### src/rtl/sd_pkg.sv
// Shared SD-interface definitions: frame geometry, CRC7 polynomial,
// generator FSM states and commonly used command indices.
package sd_pkg;

    localparam int          FRAME_LEN = 48;
    localparam logic [6:0]  CRC7_POLY = 7'h09;

    localparam logic [5:0]  CMD0   = 6'd0;
    localparam logic [5:0]  CMD8   = 6'd8;
    localparam logic [5:0]  CMD55  = 6'd55;
    localparam logic [5:0]  ACMD41 = 6'd41;

    typedef enum logic [1:0] {
        IDLE,
        PREAMBLE,
        FRAME,
        DONE
    } gen_state_t;

endpackage

### src/rtl/sd_crc7.sv
// Serial CRC7 (x^7 + x^3 + 1), one data bit per enabled cycle, MSB first.
// Shared by the command generator and the response checker.
module sd_crc7 (
    input  logic       clk,
    input  logic       rst_n,
    input  logic       clear,
    input  logic       enable,
    input  logic       data_bit,
    output logic [6:0] crc
);
    import sd_pkg::*;

    logic feedback;

    assign feedback = crc[6] ^ data_bit;

    always_ff @(posedge clk) begin
        if (!rst_n) begin
            crc <= '0;
        end else if (clear) begin
            crc <= '0;
        end else if (enable) begin
            crc <= {crc[5:0], 1'b0} ^ ({7{feedback}} & CRC7_POLY);
        end
    end

endmodule

### src/rtl/cmd_generator.sv
// SD command generator: idle-high preamble followed by one 48-bit command
// frame shifted out MSB first on pin_out, with a done pulse at the end.
module cmd_generator #(
    parameter logic [5:0]  CMD_INDEX   = 6'd0,
    parameter logic [31:0] CMD_ARG     = 32'h0000_0000,
    parameter int          INIT_CLOCKS = 80
) (
    input  logic clk,
    input  logic rst_n,
    input  logic state,
    output logic pin_out,
    output logic busy,
    output logic done
);
    import sd_pkg::*;

    localparam logic [39:0] HEADER    = {2'b01, CMD_INDEX, CMD_ARG};
    localparam logic [9:0]  PRE_LOAD  = 10'(INIT_CLOCKS);
    localparam logic [5:0]  LAST_BIT  = 6'(FRAME_LEN - 1);
    localparam logic [5:0]  CRC_START = 6'd7;

    gen_state_t  fsm;
    logic        armed;
    logic [9:0]  pre_count;
    logic [5:0]  bit_idx;
    logic [39:0] hdr_shift;
    logic        crc_clear;
    logic        crc_en;
    logic [6:0]  crc;

    // The CRC absorbs each header bit on the same edge that puts it on pin_out,
    // so it is complete exactly when bit 7 (CRC MSB) is due.
    assign crc_clear = (fsm != FRAME);
    assign crc_en    = (fsm == FRAME) && (bit_idx > CRC_START);

    sd_crc7 u_crc (
        .clk      (clk),
        .rst_n    (rst_n),
        .clear    (crc_clear),
        .enable   (crc_en),
        .data_bit (hdr_shift[39]),
        .crc      (crc)
    );

    always_ff @(posedge clk) begin
        if (!rst_n) begin
            fsm       <= IDLE;
            armed     <= 1'b1;
            pre_count <= '0;
            bit_idx   <= LAST_BIT;
            hdr_shift <= HEADER;
            pin_out   <= 1'b1;
            busy      <= 1'b0;
            done      <= 1'b0;
        end else begin
            case (fsm)
                IDLE: begin
                    pin_out   <= 1'b1;
                    busy      <= 1'b0;
                    done      <= 1'b0;
                    pre_count <= PRE_LOAD;
                    bit_idx   <= LAST_BIT;
                    hdr_shift <= HEADER;
                    if (!state) begin
                        armed <= 1'b1;
                    end else if (armed) begin
                        armed <= 1'b0;
                        fsm   <= (INIT_CLOCKS == 0) ? FRAME : PREAMBLE;
                    end
                end
                PREAMBLE: begin
                    pin_out   <= 1'b1;
                    busy      <= 1'b1;
                    pre_count <= pre_count - 10'd1;
                    if (pre_count == 10'd1) begin
                        fsm <= FRAME;
                    end
                end
                FRAME: begin
                    busy    <= 1'b1;
                    bit_idx <= bit_idx - 6'd1;
                    if (bit_idx > CRC_START) begin
                        pin_out   <= hdr_shift[39];
                        hdr_shift <= {hdr_shift[38:0], 1'b0};
                    end else if (bit_idx != 6'd0) begin
                        pin_out <= crc[bit_idx[2:0] - 3'd1];
                    end else begin
                        pin_out <= 1'b1;
                        fsm     <= DONE;
                    end
                end
                DONE: begin
                    pin_out <= 1'b1;
                    busy    <= 1'b0;
                    done    <= 1'b1;
                    if (!state) begin
                        armed <= 1'b1;
                    end
                    fsm <= IDLE;
                end
                default: begin
                    fsm <= IDLE;
                end
            endcase
        end
    end

endmodule

### config.mk
export PLATFORM = sky130hd
export DESIGN_NAME = cmd_generator
export DESIGN_NICKNAME = d
export VERILOG_FILES = /design/src/rtl/sd_pkg.sv /design/src/rtl/sd_crc7.sv /design/src/rtl/cmd_generator.sv
export SDC_FILE = /design/constraint.sdc
export NUM_CORES = 1
export LEC_CHECK = 0
export BUFFER_PORTS_ARGS = -buffer_cell sky130_fd_sc_hd__buf_2
export CORE_MARGIN = 2
export CORE_UTILIZATION = 55
export DETAILED_ROUTE_END_ITERATION = 10
export GPL_TIMING_DRIVEN = 0
export PLACE_DENSITY = 0.83
export SLEW_MARGIN = 0
export SYNTH_ARGS = -nofsm -noshare
export SYNTH_HDL_FRONTEND = slang
export SYNTH_HIERARCHICAL = 1
export SYNTH_SLANG_ARGS = --single-unit
### constraint.sdc
create_clock -name clk -period 3.4 [get_ports clk]
set_input_delay 0.17 -clock clk [delete_from_list [all_inputs] [get_ports clk]]
set_output_delay 0.17 -clock clk [all_outputs]
set_load 0.02 [all_outputs]
==> impl_results.md <==
- Antenna cells: 0
- Worst R2R End: pin_out
- Max Fanout on Critical Path: 6
- Post-DRT Antenna Nets: 0
- Critical Path Start: bit_idx[0]
- Avg Cell Area, Syn: 8.82 um^2
- Library cells used by synthesis: 45
- 1st-iter DRT viols: 63
- CTS H-tree depth: 2
- Crit-path leading delay family: multiplexers
- WP data required: 3.64 ns
- Largest net degree at the start of global routing: 11
- Horiz. Die Dim: 58.5 um
- Drt pass-1 iters: 4
- DP HPWL: 2.40 mm
- Final Setup Violations: 0
- WP depth: 6
- Clk_skew: 0.00592 ns
- Max_slew headroom: 67.9%
- CTS tree: done
- Slowest cell on crit path: mux4_2
- RSZ-0062 raised after global routing: false
- Number of global-route vias before repair: 1260
- Num CTS Buffers: 5
- Final min period: 2.13 ns
- Placer Congestion: 0.902
- Setup tns final: 0 ns
- Area grow syn2layout: 8.36%
- Final worst setup slack: 1.27 ns
- Warnings, synthesis: 6
- Clk buf depth: 2
- Crit-path cells: inv_1 > ha_1 > mux2_2 > mux4_2 > a31oi_1 > nand2_1
- Synth Instances: 185
- Mapped Nets: 198
- Pwr dens: 767 mW/mm^2
- Die height: 58.5 um
- FMAX: 0.469 GHz
- MaxCap Viol Count: 0
- CP Class: reg -> reg
- Boundary Pins: 6
- First-pass GRT wire length: 5.55 mm
- # rows: 19
- Power Total: 1.36 mW
- Least-Margin Pin Slew: 0.477 ns
- Synth async-reset ratio: 0%
- DR DRC count: 0
- Mapped Area: 0.00163 mm^2
- Post-CTS Setup Inserts: 0
- Fin. Hold Viols: 0
- Crit start category: flop
- Antenna violations before repair: 0
- Post-CTS Hold Buffers: 0
- Number of synthesized flops with an enable pin: 0
- Routed WL: 3.21 mm
- Crit end category: flop
- P_leak: 0.752 nW
- Seq/Total Area, Yosys: 38.0%
- Synth Flop Type: dfxtp_1
- Largest stage delay on the critical path: 0.46 ns
- HP Class: in -> reg
- CP Capture Point: pin_out
- Avg WL per Cell: 14.0 um
- Final #Nets: 210
- Tcrit/Tclk final: 62.7%
- Cell depth of the worst flop-to-flop path: 6
- Initial Util: 58.7%
- Run status: finished, final reports clean
- Peak supply drop: 642 uV
- Slew Viols, Final: 0
- Final Util: 63.6%
- Clk sinks: 31
- CP arrival: 2.37 ns
- Crit Reg-Reg Startpoint: bit_idx[0]
- Worst-path clk slew: 0.10 ns
- Via-per-instance ratio: 5.81
- Die area: 0.00342 mm^2
- DR vias: 1330
- Dpl ws: 1.23 ns
- #FFs+latches synth: 31
- Fin Hold WS: 0.143 ns
- Layout cells sized above 1: 12.6%
- Skew-Pair Late Insertion Delay: 0.34 ns
- R2R Setup Slk: 1.27 ns
- WP buf/inv: 1
- Total track usage: 21.8%
- Core area: 0.00278 mm^2
- # resized after CTS: 0
- # port buffers: 5
- CTS root buf: clkbuf_4
- Remaining global-route overflow: 0
-- routing by layer --
metal  part of all wire [%]  GRT usage [%]
met5                      0              0
met1                     46           29.0
met3                    4.4           6.59
met2                     47           32.1
met4                    1.9           11.3
-- power by group --
part           total (mW)  internal, mW  switching [mW]
Combinational       0.603         0.248           0.356
Clock               0.251         0.121           0.130
Sequential          0.502         0.436          0.0660
Total                1.36         0.804           0.552
-- cell type report --
| class | instances | area [um^2] |
|---|---|---|
| clock buffers | 7 | 65.1 |
| flip-flops and latches | 31 | 621 |
| well taps | 31 | 38.8 |
| plain buffers | 7 | 31.3 |
| clock inverters | 1 | 7.51 |
| inverters | 11 | 41.3 |
| fillers | 235 | 1010 |
| repair buffers | 5 | 25.0 |
| multi-input cells | 136 | 938 |
-- cell usage in the layout (no fill, tap or decap), types with 2 or more instances in the layout --
cell,instances
nor2_1,17
mux2_2,3
nor3_1,7
nor3b_1,2
nand2_1,26
and2_1,5
nand2b_1,4
o211a_1,2
a31oi_1,2
a211o_1,2
o21ai_0,4
mux4_2,2
clkbuf_4,5
o311ai_0,4
buf_2,6
mux2i_1,11
ha_1,10
clkbuf_1,4
a21oi_1,7
nor2b_1,5
inv_1,11
clkbuf_8,2
dfxtp_1,31
nand3_1,2
-- flip-flops by register name, summed over array words and instances (netlist names) --
| register | cells |
|---|---|
| hdr_shift | 2 |
| done | 1 |
| u_crc/crc | 7 |
| bit_idx | 6 |
| armed | 1 |
| fsm | 2 |
| pin_out | 1 |
| busy | 1 |
| pre_count | 10 |
-- Yosys cell counts, drive strengths merged, types with 2 or more instances --
master  number  area, um^2
ha          10         125
dfxtp       31         621
o211a        2        20.0
a21oi        7        35.0
and2         5        31.3
o311ai       4        35.0
a31oi        2        12.5
nor2b        5        31.3
nor3         7        35.0
inv         11        41.3
mux4         2        45.0
o21ai        4        20.0
nand2b       4        25.0
mux2i       11         110
mux2         3        33.8
clkbuf       4        15.0
buf          3        16.3
nor3b        2        15.0
a211oi       2        20.0
nand3        2        10.0
a211o        2        17.5
or3          2        13.8
nor2        17        63.8
nand2       26        97.6
-- logic make-up (layout without fill, tap and decap cells) --
group,count (synthesis),after routing,synth area share [%]
buffers and inverters,18,31,4.45
xor gates and xnor gates,2,2,1.07
and+or+nand+nor,77,77,23.2
AOI/OAI and AO/OA,31,31,14.0
adders and majority gates,10,10,7.67
muxes,16,16,11.6
DFF,31,31,38.0
-- worst min path at each step --
stage	slack [ns]	depth (start not counted)	startpoint	endpoint
after floorplan	0.29	2	rst_n	busy
after global placement	0.47	1	pre_count[2]	pre_count[2]
after detailed placement	0.49	1	bit_idx[4]	bit_idx[4]
after CTS	0.13	3	rst_n	bit_idx[4]
after global routing	0.14	2	rst_n	pre_count[3]
final	0.14	3	rst_n	bit_idx[4]
-- worst min-delay path: stages --
cell and delay, ns:
buf_2 0.15, o21ai_0 0.08, a31oi_1 0.04
-- metrics by stage --
stage          instance area [um^2]  instances
2_1_floorplan                  1630        185
3_3_place_gp                   1700        221
6_report                       1770        229
3_5_place_dp                   1700        221
5_1_grt                        1770        229
4_1_cts                        1770        229
(Power assumes the default switching activity.)
